**config.mk**
```make
export PLATFORM = sky130hd
export DESIGN_NAME = fxu_rs
export DESIGN_NICKNAME = d
export VERILOG_FILES = /design/src/rtl/fxu_rs.sv
export SDC_FILE = /design/constraint.sdc
export NUM_CORES = 1
export LEC_CHECK = 0
export BUFFER_PORTS_ARGS = -buffer_cell sky130_fd_sc_hd__buf_2
export CORE_AREA = 2 2 208 108
export CTS_CLUSTER_DIAMETER = 100
export DETAILED_ROUTE_END_ITERATION = 8
export DIE_AREA = 0 0 210 110
export GPL_TIMING_DRIVEN = 0
export PLACE_DENSITY_LB_ADDON = 0.2
export RECOVER_POWER = 50
export REMOVE_ABC_BUFFERS = 1
export SLEW_MARGIN = 5
export SYNTH_ARGS = -nofsm -noshare
export SYNTH_HDL_FRONTEND = slang
export SYNTH_SLANG_ARGS = --single-unit
```
**constraint.sdc**
```tcl
create_clock -name clk -period 2.35 [get_ports clk]
set_input_delay 0.1175 -clock clk [delete_from_list [all_inputs] [get_ports clk]]
set_output_delay 0.1175 -clock clk [all_outputs]
set_load 0.005 [all_outputs]
```
**src/rtl/fxu_rs.sv**
```systemverilog
// fxu_rs: reservation-station bank in front of the FXU (ADD/JEQ unit).
// Holds renamed instructions until both operands are present. Operands come
// from the issue port or are picked up by snooping the CDB. Ready entries are
// sent to the FXU one at a time. Each entry's tag doubles as its result tag,
// so an entry stays allocated until its own result is broadcast.
module fxu_rs #(
    parameter int         NRS     = 4,
    parameter logic [5:0] RS_BASE = 6'd0
) (
    input  logic        clk,
    input  logic        rst_n,
    input  logic        issue_valid,
    input  logic [3:0]  issue_op,
    input  logic        issue_rdy0,
    input  logic [15:0] issue_val0,
    input  logic [5:0]  issue_tag0,
    input  logic        issue_rdy1,
    input  logic [15:0] issue_val1,
    input  logic [5:0]  issue_tag1,
    output logic        full,
    output logic [5:0]  issue_tag,
    input  logic        cdb_valid,
    input  logic [5:0]  cdb_tag,
    input  logic [15:0] cdb_val,
    input  logic        fxu_busy,
    output logic        fxu_valid,
    output logic [5:0]  fxu_rs_num,
    output logic [3:0]  fxu_op,
    output logic [15:0] fxu_val0,
    output logic [15:0] fxu_val1
);

    localparam int IW = (NRS > 1) ? $clog2(NRS) : 1;

    localparam logic [1:0] ST_FREE   = 2'd0;
    localparam logic [1:0] ST_WAIT   = 2'd1;
    localparam logic [1:0] ST_READY  = 2'd2;
    localparam logic [1:0] ST_ISSUED = 2'd3;

    logic [1:0]  state  [NRS];
    logic [3:0]  op_q   [NRS];
    logic        rdy0_q [NRS];
    logic        rdy1_q [NRS];
    logic [15:0] val0_q [NRS];
    logic [15:0] val1_q [NRS];
    logic [5:0]  tag0_q [NRS];
    logic [5:0]  tag1_q [NRS];

    logic [NRS-1:0] free_vec;
    logic [NRS-1:0] ready_vec;
    logic [NRS-1:0] hit0;
    logic [NRS-1:0] hit1;
    logic [IW-1:0]  alloc_idx;
    logic [IW-1:0]  disp_idx;

    logic        in_rdy0;
    logic        in_rdy1;
    logic [15:0] in_val0;
    logic [15:0] in_val1;
    logic        do_issue;
    logic        do_disp;

    // Tag owned by entry idx; also the tag its FXU result carries on the CDB.
    function automatic logic [5:0] entry_tag(input int idx);
        return RS_BASE + 6'(idx);
    endfunction

    // Per-entry status vectors, CDB snoop hits and lowest-index pickers for allocation and dispatch.
    always_comb begin
        free_vec  = '0;
        ready_vec = '0;
        hit0      = '0;
        hit1      = '0;
        alloc_idx = '0;
        disp_idx  = '0;
        for (int i = 0; i < NRS; i++) begin
            free_vec[i]  = (state[i] == ST_FREE);
            ready_vec[i] = (state[i] == ST_READY);
            hit0[i] = cdb_valid && (state[i] == ST_WAIT) && !rdy0_q[i] && (tag0_q[i] == cdb_tag);
            hit1[i] = cdb_valid && (state[i] == ST_WAIT) && !rdy1_q[i] && (tag1_q[i] == cdb_tag);
        end
        for (int i = NRS - 1; i >= 0; i--) begin
            if (free_vec[i]) begin
                alloc_idx = IW'(i);
            end
            if (ready_vec[i]) begin
                disp_idx = IW'(i);
            end
        end
    end

    // Issue-side operand resolution, including the same-cycle CDB bypass.
    always_comb begin
        in_rdy0   = issue_rdy0 || (cdb_valid && (cdb_tag == issue_tag0));
        in_rdy1   = issue_rdy1 || (cdb_valid && (cdb_tag == issue_tag1));
        in_val0   = issue_rdy0 ? issue_val0 : cdb_val;
        in_val1   = issue_rdy1 ? issue_val1 : cdb_val;
        full      = ~|free_vec;
        issue_tag = RS_BASE + 6'(alloc_idx);
        do_issue  = issue_valid && !full;
        do_disp   = !fxu_valid && !fxu_busy && (|ready_vec);
    end

    // Entry state machines: allocate on issue, capture CDB operands, mark dispatch, free on own result.
    always_ff @(posedge clk or negedge rst_n) begin
        if (!rst_n) begin
            for (int i = 0; i < NRS; i++) begin
                state[i]  <= ST_FREE;
                op_q[i]   <= '0;
                rdy0_q[i] <= 1'b0;
                rdy1_q[i] <= 1'b0;
                val0_q[i] <= '0;
                val1_q[i] <= '0;
                tag0_q[i] <= '0;
                tag1_q[i] <= '0;
            end
        end else begin
            for (int i = 0; i < NRS; i++) begin
                case (state[i])
                    ST_FREE: begin
                        if (do_issue && (alloc_idx == IW'(i))) begin
                            op_q[i]   <= issue_op;
                            rdy0_q[i] <= in_rdy0;
                            rdy1_q[i] <= in_rdy1;
                            val0_q[i] <= in_val0;
                            val1_q[i] <= in_val1;
                            tag0_q[i] <= issue_tag0;
                            tag1_q[i] <= issue_tag1;
                            state[i]  <= (in_rdy0 && in_rdy1) ? ST_READY : ST_WAIT;
                        end
                    end
                    ST_WAIT: begin
                        if (hit0[i]) begin
                            val0_q[i] <= cdb_val;
                            rdy0_q[i] <= 1'b1;
                        end
                        if (hit1[i]) begin
                            val1_q[i] <= cdb_val;
                            rdy1_q[i] <= 1'b1;
                        end
                        if ((rdy0_q[i] || hit0[i]) && (rdy1_q[i] || hit1[i])) begin
                            state[i] <= ST_READY;
                        end
                    end
                    ST_READY: begin
                        if (do_disp && (disp_idx == IW'(i))) begin
                            state[i] <= ST_ISSUED;
                        end
                    end
                    default: begin
                        if (cdb_valid && (cdb_tag == entry_tag(i))) begin
                            state[i] <= ST_FREE;
                        end
                    end
                endcase
            end
        end
    end

    // Dispatch register: one-cycle strobe, payload held until the next dispatch.
    always_ff @(posedge clk or negedge rst_n) begin
        if (!rst_n) begin
            fxu_valid  <= 1'b0;
            fxu_rs_num <= '0;
            fxu_op     <= '0;
            fxu_val0   <= '0;
            fxu_val1   <= '0;
        end else if (fxu_valid) begin
            fxu_valid <= 1'b0;
        end else if (do_disp) begin
            fxu_valid  <= 1'b1;
            fxu_rs_num <= RS_BASE + 6'(disp_idx);
            fxu_op     <= op_q[disp_idx];
            fxu_val0   <= val0_q[disp_idx];
            fxu_val1   <= val1_q[disp_idx];
        end
    end

endmodule

```
Yosys cells after proc, flatten, opt, wreduce, memory -nomap -nowiden
Index checks and enable logic that the tools add are counted.
{ "word_totals": {"output_inout_bits": 50, "wordCells": 274, "ff_bits": 247, "in_bits": 77} }
{ "op_classes": {"eq_ne": 47, "magnitude_cmp": 1, "n_reduce_logical": 97, "n_mux": 90, "bitwise_logic": 2} }
{ "ops": {"columns": ["op", "count"], "rows": [
  ["16-bit two-way mux", 22],
  ["16-bit one-hot mux with 2 select lines", 8],
  ["16-bit binary-select mux with 2-bit select", 2],
  ["6-bit == test", 10],
  ["2-bit two-way mux", 25],
  ["1-bit logical AND", 42],
  ["2-bit by 1-bit != test with 1-bit output (second input constant)", 12],
  ["2-bit one-hot mux with 3 select lines", 4],
  ["3-bit AND reduction", 8],
  ["1-bit two-way mux", 18],
  ["2-bit == test (second input constant)", 8],
  ["2-bit != test (second input constant)", 8],
  ["1-bit one-hot mux with 2 select lines", 8],
  ["4-bit AND reduction", 4],
  ["4-bit nonzero test", 4],
  ["2-bit by 1-bit == test with 1-bit output (second input constant)", 6],
  ["6-bit by 2-bit == test with 1-bit output (second input constant)", 2],
  ["2-bit zero test", 6],
  ["1-bit zero test", 11],
  ["1-bit logical OR", 10],
  ["2-bit AND reduction", 5],
  ["4-bit binary-select mux with 2-bit select", 1],
  ["4-bit two-way mux", 2],
  ["2-bit nonzero test", 4],
  ["other kinds (6)", 7]
]} }

Logic depth before layout (Yosys ltp)
Gate-level depths: netlist (run 1).
{ "depth": {"ltp_word": 9, "depth_mapped": 11, "depth_no_buf": 8} }

Worst setup path before layout (run 1)
OpenSTA, ideal clock, no wires.
{ "synth_timing": {"path_kind": "reg-to-reg", "from": "reg state[5] (netlist bit)", "to": "reg val0_q[44] (netlist bit)", "setup_slack_ns": 0.234, "stages_incl_launch_ff": 9, "arrival_time_ns": 1.981, "cell_sequence": "dfrtp_1 -> inv_1 -> ha_1 -> buf_2 -> nor2b_1 -> clkbuf_1 -> clkbuf_1 -> mux2i_1 -> o21ai_0"} }
{ "synth_via": {"elab_chain_cells": 7, "elab_cells_between_ends": 16} }
{ "synth_rtl": {"columns": ["element", "line", "rtl"], "rows": [
  ["start: declaration", "40", "logic [1:0] state [NRS];"],
  ["start signal: indexed assignment", "129", "state[i] <= (in_rdy0 && in_rdy1) ? ST_READY : ST_WAIT;"],
  ["2-bit zero test", "77, 119", null],
  ["2-bit two-way mux (2 in series)", "83", "if (free_vec[i]) begin"],
  ["2-bit by 1-bit == test with 1-bit output", "121", "if (do_issue && (alloc_idx == IW'(i))) begin"],
  ["1-bit logical AND", "121", null],
  ["2-bit by 1-bit != test with 1-bit output (no source line)", null, null],
  ["3-bit AND reduction (no source line)", null, null],
  ["end signal: indexed assignment", "125", "val0_q[i] <= in_val0;"],
  ["end signal: indexed assignment", "134", "val0_q[i] <= cdb_val;"],
  ["end: declaration", "44", "logic [15:0] val0_q [NRS];"]
]} }
Parallel ways exist; a longest one is shown, timed or not.
A chain may end at the register's enable or synchronous reset.

Final worst setup path (run 1)
{ "layout_timing": {"from": "reg state[6] (netlist bit)", "to": "reg state[4] (netlist bit)"} }
{ "layout_via": {"elab_chain_cells": 6, "elab_cells_between_ends": 15} }
{ "layout_rtl": {"columns": ["element", "line", "rtl"], "rows": [
  ["2-bit == test / 2-bit zero test (equally long branches)", "78, 77", null],
  ["2-bit two-way mux (tied with other cells)", "86", "if (ready_vec[i]) begin"],
  ["2-bit by 1-bit == test with 1-bit output (tied with other cells)", "146", "if (do_disp && (disp_idx == IW'(i))) begin"],
  ["1-bit logical AND, on equally long branches", "146, 121", null],
  ["2-bit by 1-bit != test with 1-bit output (no source line)", null, null],
  ["4-bit AND reduction (no source line) (*)", null, null]
]} }
Every way passes the cells marked *; elsewhere a longest branch is shown, timed or not.

==> key figures, run 1 <==
GRT
  • Largest net degree at the start of global routing: 98
  • Grt met2 use: 0.489
  • M1 GR Usage: 0.469
  • Overflow after GRT: 0
  • Total GRT Usage: 0.318
  • First-pass GRT wire length: 56400 microns
  • Initial antenna violation count: 0
  • GR peak layer: met2
  • GR met3 Demand/Resource: 0.0660
  • Vias in the first global route: 10100

Logic synthesis
  • Post-synth top area share: 0.494
  • Cell with the most instances after synthesis: dfrtp_1
  • Post-synthesis compound-gate area fraction: 0.131
  • Largest cells by area after synthesis: dfrtp_1, mux2i_1, nand2_1, o21ai_0, mux2_2
  • Cell taking the most area after synthesis: dfrtp_1
  • Yosys cell types: 48
  • Post-Synth XOR/XNOR Area: 0.0420
  • Post-synth EDFFs: 0
  • Post-Synth Adder-Cell Area: 0.0180
  • Synth cell count leaders: dfrtp_1, nand2_1, o21ai_0
  • Sequential area share after synthesis: 0.494
  • Register bit total from synthesis: about 250
  • Mean Syn Cell Area: 10.1 sq um
  • Cell area after synthesis: 12500 sq um
  • Fraction of the mapped netlist area in simple logic gates: 0.117
  • Top_reg_cell synth: dfrtp_1
  • Ys async rst share: 1.00
  • Post-Synthesis Cells: ~1200
  • Mux share of post-synthesis cell area: 0.151
  • YS warnings: 0
  • Largest family of logic cells by synthesized area: multiplexers

Detailed routing
  • Post-DR wirelength/cell: 21.8 microns
  • Pre-antenna DRT Iters: 7
  • 1st-iter DRT viols: 1232
  • # DRC: 0
  • Via density: between 6 and 7
  • Final ANT Viol Nets: 0
  • Via count: 10300
  • Routed WL: 36700 microns

Worst setup path
  • WS Path Type: flop to flop
  • Critical path endpoint category: flop
  • Critical path launch point type: flop
  • Crit path DAT: 2.72 ns
  • Worst Reg-to-Reg Cells: 8
  • CP Max Fanout: 9
  • Req. time, crit path: 2.75 ns

STA
  • Setup Viol. Count Final: 0
  • Max Clk Rate: 431 MHz
  • Setup TNS: 0 ns
  • Final hold violations: 0
  • Minimum clock period: 2.32 ns
  • Fin Clk Skew: 0.0156 ns
  • Worst-Margin Slew: ~1.3 ns
  • Period utilization: 0.988
  • Slew margin rel.: 0.134
  • Pins over their slew limit: 0
  • Worst-case hold slack: roughly 0.19 ns
  • RSZ-0062 raised after global routing: yes

CTS
  • Htree depth: 1
  • Clock Path Buffers: 3
  • CTS tree: done
  • CTS clk-pin slew, worst paths: ~0.07 ns
  • Clock root cell: clkbuf_16
  • CTS buffer count: 23
  • Worst-Skew Late Latency: 0.54 ns
  • Clock tree sinks: 247

Floorplanning
  • Starting Density: 0.589
  • Die span in y: 110 microns
  • Num ports: 127
  • Std-Cell Rows: 38
  • Die Span X: 210 microns
  • Die area: 23100 sq um
  • Core area: 21300 sq um

Power
  • Power Density: between 1000 and 1500 nW/um^2
  • Maximum vdd drop: between 700 and 800 uV
  • Leakage: 6.80 nW

Final layout
  • Nets@finish: 1486
  • Share of layout cells above drive strength 1: 0.205
  • ANT cells: 0
  • Area grow syn2layout: 22.3%

Min path
  • Hold depth: 3
  • Hold Path Class: primary input to flop

Run
  • Max Cap Viol: 0

Placed design
  • Detailed Place HPWL: 23000 microns
  • Input/output buffers: 118
  • Global placement routability congestion: 0.858

Status
  • Status: complete, no violations
## metrics by stage
step	utilization	cell area, sq um	power [mW]	instances	setup slack [ns]
global route	0.720	15300	23.7	1688	-0.0741
finish	0.720	15300	22.4	1688	0.0280
floorplan	-	12000	13.3	1138	-3.19
CTS	0.711	15100	21.7	1677	0.00709
global placement	0.609	12900	15.6	1536	-6.57
detailed placement	0.631	13400	17.0	1561	-0.883
## cells by family after synthesis
| family | Yosys count |
|---|---|
| AOI/OAI and AO/OA | 256 |
| adders and majority gates | 18 |
| muxes | 182 |
| DFF | 247 |
| xor gates and xnor gates | 60 |
| and+or+nand+nor | 352 |
| other | 1 |
| buffers and inverters | 125 |
## where the power goes
group          internal [mW]  leakage (nW)  total (mW)  switching [mW]
logic                   4.46          3.40        10.5            6.03
clock network           2.41         0.399        4.13            1.72
registers               6.41          3.01        7.78            1.36
## routing by layer
metal | wire, microns | part of all wire | vias to the layer above
met3 | 3130 | 0.085 | 51
met2 | 15900 | 0.43 | 479
met5 | 0 | 0 | -
met4 | 637 | 0.017 | 0
li1 | - | - | 4643
met1 | 17100 | 0.46 | 5090
## sequential cells by signal, summed over array words and instances, names as in the netlist
name,count
fxu_val0,16
rdy1_q,4
val1_q,64
tag1_q,24
rdy0_q,4
op_q,16
state,8
fxu_rs_num,2
fxu_op,4
val0_q,64
tag0_q,24
fxu_val1,16
fxu_valid,1
## repair_timing
item / 4_1_cts / 5_1_grt
hold buffers: 66 / 0
setup buffers: 6 / 10
cloned: 2 / 1
hold endpoints to repair: 273 / 0
gates resized for setup: 37 / 29
setup endpoints to repair: 174 / 147
pin swaps: 5 / 10
## critical path: stages, from the launching register on
cell,delay (ns)
dfrtp_1,0.41
inv_1,0.14
ha_2,0.31
or3_1,0.40
a21oi_1,0.20
o21a_1,0.15
o211ai_1,0.20
a31oi_1,0.28
o22ai_1,0.12
## layout by cell type, fill, tap and decap left out, types with 7 or more instances in the layout
cell,count
conb_1,8
nand2_1,235
dfrtp_1,244
buf_2,91
buf_4,19
a222oi_1,36
xnor2_1,39
buf_8,9
nor2_1,56
inv_1,10
nor4_1,7
o21ai_0,137
clkbuf_1,28
mux2_2,54
ha_4,8
mux2i_1,128
nor2b_2,10
dlygate4sd3_1,66
a21oi_1,7
clkbuf_16,23
xor2_1,21
a31oi_1,41
## cell type report
type                            instances  area, sq um
Clock buffer                           30          652
Clock inverter                         12          171
Fill cell                            1500         5940
Inverter                               15         68.8
Multi-Input combinational cell        879         6110
Sequential cell                       247         6180
Tap cell                              280          350
Timing Repair Buffer                  225         1780
## worst paths after layout
kind	startpoint	slack, ns	to
max in group asynchronous	rst_n	0.44	state[1]
hold reg to reg	val0_q[36]	0.48	val0_q[36]
min in group asynchronous	rst_n	0.44	op_q[8]
setup / recovery	state[6]	0.03	state[4]
setup reg to reg	state[6]	0.03	state[4]
hold / removal	fxu_busy	0.19	fxu_valid
No activity file was read; power rests on OpenSTA's default activity.
==> run 2, diff against run 1 <==
--- a/config.mk
+++ b/config.mk
@@ -5,11 +5,12 @@
 export SDC_FILE = /design/constraint.sdc
 export NUM_CORES = 1
 export LEC_CHECK = 0
+export ABC_AREA = 1
 export BUFFER_PORTS_ARGS = -buffer_cell sky130_fd_sc_hd__buf_2
-export CORE_AREA = 2 2 208 108
+export CORE_AREA = 2 2 214 111
 export CTS_CLUSTER_DIAMETER = 100
 export DETAILED_ROUTE_END_ITERATION = 8
-export DIE_AREA = 0 0 210 110
+export DIE_AREA = 0 0 216 113
 export GPL_TIMING_DRIVEN = 0
 export PLACE_DENSITY_LB_ADDON = 0.2
 export RECOVER_POWER = 50
==> constraint.sdc (replaced) <==
create_clock -name clk -period 2.55 [get_ports clk]
set_input_delay 0.1275 -clock clk [delete_from_list [all_inputs] [get_ports clk]]
set_output_delay 0.1275 -clock clk [all_outputs]
set_load 0.005 [all_outputs]
==> key figures, run 2 <==
Floorplanning
  • Die Span X: 216 microns (+2.9%)
  • Core area: 22400 sq um (+5.6%)
  • Num ports: 127 (unchanged)
  • Std-Cell Rows: 39 (+2.6%)
  • Die area: 24400 sq um (+5.7%)
  • Die span in y: 113 microns (+2.7%)
  • Starting Density: 0.592 (+0.00340)

GRT
  • Overflow after GRT: 0 (unchanged)
  • Initial antenna violation count: 0 (unchanged)
  • Largest net degree at the start of global routing: 113 (+15%)
  • Total GRT Usage: 0.346 (+0.0280)
  • First-pass GRT wire length: 65500 microns (+16%)
  • Vias in the first global route: 11900 (+17%)

Placed design
  • Input/output buffers: 118 (unchanged)
  • Placed insts: 2078 (+33%)
  • Detailed Place HPWL: 25300 microns (+10%)
  • DP Worst Slack: -0.986 ns (-0.103 ns)
  • Global placement routability congestion: 0.919 (+7.1%)

Detailed routing
  • Pre-antenna DRT Iters: 6 (-1)
  • Post-DR wirelength/cell: 19.6 microns (-10%)
  • 1st-iter DRT viols: 1712 (+39%)
  • # DRC: 0 (unchanged)
  • Routed WL: 42500 microns (+16%)
  • Via count: 12600 (+23%)
  • Via density: 5.81 (-4.4%)
  • Final ANT Viol Nets: 0 (unchanged)

STA
  • Max Clk Rate: 404 MHz (-6.3%)
  • Final hold violations: 0 (unchanged)
  • Setup WS post-layout: 0.0724 ns (+0.0444 ns)
  • Setup Viol. Count Final: 0 (unchanged)
  • Fin Clk Skew: 0.00726 ns (-0.00839 ns)
  • Worst-Margin Slew: 1.41 ns (+0.111 ns)
  • Period utilization: 0.972 (-0.0165)
  • Slew margin rel.: 0.0603 (-0.0740)
  • Pins over their slew limit: 0 (unchanged)
  • Minimum clock period: 2.48 ns (+0.156 ns)

Min path
  • Hold Path Class: primary input to flop
  • Hold depth: 5 (+2)
  • Min-delay src: cdb_val[7]
  • Hold path endpoint: val1_q[7]

CTS
  • Htree depth: 1 (unchanged)
  • Clock Path Buffers: 3 (unchanged)
  • CTS tree: done
  • CTS clk-pin slew, worst paths: 0.07 ns (about the same)
  • Clock root cell: clkbuf_16
  • Worst-Skew Late Latency: 0.53 ns (about the same)
  • Clock tree sinks: 247 (unchanged)
  • CTS buffer count: 23 (unchanged)

Run
  • Max Cap Viol: 0 (unchanged)

Logic synthesis
  • Largest cells by area after synthesis: dfrtp_1, nand2_1, o21ai_0, nor2_1, inv_1
  • Post-synth EDFFs: 0 (unchanged)
  • Cell taking the most area after synthesis: dfrtp_1
  • Post-Synthesis Cells: 1737 (+40%)
  • Register bit total from synthesis: 247 (unchanged)
  • Sequential area share after synthesis: 0.465 (-0.0289)
  • Ys async rst share: 1.00 (unchanged)
  • Post-synth top area share: 0.465 (-0.0289)
  • Top_reg_cell synth: dfrtp_1
  • Yosys cell types: 37 (-23%)
  • Synth cell count leaders: nand2_1, dfrtp_1, o21ai_0
  • YS warnings: 0 (unchanged)
  • Cell area after synthesis: 13300 sq um (+6.2%)
  • Cell with the most instances after synthesis: nand2_1
  • Mean Syn Cell Area: 7.66 sq um (-24%)

Worst setup path
  • Setup slack, reg-to-reg: 0.07 ns (+0.04 ns)
  • R2R Path Start: state[5]
  • Critical path launch point type: flop
  • CP Max Fanout: 34 (+25)
  • Reg2Reg Capture Point: val1_q[36]
  • Crit path DAT: 2.88 ns (+0.16 ns)
  • Req. time, crit path: 2.95 ns (+0.20 ns)
  • Worst Reg-to-Reg Cells: 12 (+4)
  • Critical path endpoint category: flop
  • WS Path Type: flop to flop

Status
  • Status: complete, no violations

Final layout
  • Fillcell total: 1790 (+19%)
  • Biggest regs: val0_q (64), val1_q (64)
  • Commonest non-fill, non-tap cell in the layout: nand2_1
  • Commonest non-fill, non-tap cells in the layout: nand2_1, dfrtp_1, o21ai_0
  • Share of layout cells above drive strength 1: 0.134 (-0.0711)
  • Nets@finish: 1943 (+31%)
  • Area grow syn2layout: 18.1%
  • Finished Layout Cells: 2171 (+29%)
  • ANT cells: 0 (unchanged)

Power
  • Power Density: 1440 nW/um^2 (-1.2%)
  • Leakage: 7.50 nW (+10%)
  • Maximum vdd drop: 702 uV (-0.31%)
==> run 2: cell types whose count changed after synthesis, moves of 53 or more <==
cell     delta
a21oi_1    +75
inv_1     +139
mux2_2     -54
mux2i_1    -96
nand2_1   +233
nor2_1    +133
o21ai_0    +55
o21ai_1    +53
==> run 2: per-stage QoR <==
stage	area [sq um]	power (mW)	TNS, ns	utilization	hold slack (ns)
2_1_floorplan	12800	13.2	-42.78	-	-0.168
3_3_place_gp	13800	16.1	-1068.07	0.613	0.451
3_5_place_dp	14100	16.9	-95.86	0.628	0.0774
4_1_cts	15500	21.9	-0.0245	0.692	0.00988
5_1_grt	15700	24.2	-0.0176	0.700	0.0339
6_report	15700	22.7	0	0.700	0.0241
==> run 2: worst max-delay path by stage <==
stage	slack, ns	endpoint	from	cells past startpoint
after floorplan	-0.69	rdy0_q[0]	state[1]	11
after global placement	-3.15	val1_q[0]	rst_n	1
after detailed placement	-0.99	rdy1_q[3]	state[7]	13
after CTS	-0.009	tag0_q[12]	state[2]	7
after global routing	-0.01	fxu_val1[13]	state[2]	10
final	0.07	val1_q[36]	state[5]	12
==> run 2: kinds of logic (layout without fill, tap and decap cells) <==
logic type / Yosys count / after routing / synth area share
AO/OA/AOI/OAI: 440 / 440 / 0.185
XOR/XNOR: 20 / 20 / 0.0132
adder cells (fa/ha/maj): 18 / 18 / 0.0169
buffers and inverters: 260 / 377 / 0.0843
flip-flops: 247 / 247 / 0.465
multiplexers: 32 / 32 / 0.0241
other: 1 / 8 / 0.000282
AND/OR/NAND/NOR: 719 / 722 / 0.211
==> run 2: per-layer routing <==
| metal | GRT usage | vias to the layer above | share of wire | wire length, microns |
|---|---|---|---|---|
| met1 | 0.498 | 5985 | 0.43 | 18200 |
| met2 | 0.507 | 759 | 0.42 | 17900 |
| li1 | - | 5797 | - | - |
| met3 | 0.115 | 77 | 0.13 | 5540 |
| met5 | 0 | - | 0 | 0 |
| met4 | 0.0817 | 0 | 0.020 | 831 |
==> run 2: what timing repair did <==
action	CTS	global route
buffers inserted	16	13
gates cloned	5	0
endpoints found under the setup margin	204	152
endpoints found under the hold margin	192	0
pin swaps	5	3
hold buffers	18	0
gates resized for setup	39	18
==> run 2: final cells by class <==
class	count	area, sq um	area share
Multi-Input combinational cell	1240	6330	0.403
Tap cell	307	384	0.0244
Clock inverter	7	92.6	0.00589
Timing Repair Buffer	178	1430	0.0912
Timing Repair inverter	1	7.51	0.000478
Clock buffer	34	687	0.0437
Sequential cell	247	6180	0.393
Inverter	157	601	0.0382
==> run 2: power breakdown <==
| part | internal, mW | leakage (nW) | switching, mW | total (mW) |
|---|---|---|---|---|
| combinational | 4.34 | 4.10 | 7.67 | 12.0 |
| sequential | 5.89 | 3.02 | 1.14 | 7.03 |
| clock | 2.07 | 0.388 | 1.58 | 3.65 |
| total | 12.3 | 7.50 | 10.4 | 22.7 |
==> run 2: worst max-delay path, stage by stage (launching register included) <==
cell     delay, ns
dfrtp_1       0.43
inv_1         0.20
ha_4          0.28
nor2_2        0.10
o21ai_4       0.11
nand3_2       0.12
inv_1         0.18
nand2_1       0.18
a21oi_4       0.19
buf_12        0.14
nand2_8       0.17
nand2_1       0.13
o21ai_1       0.10
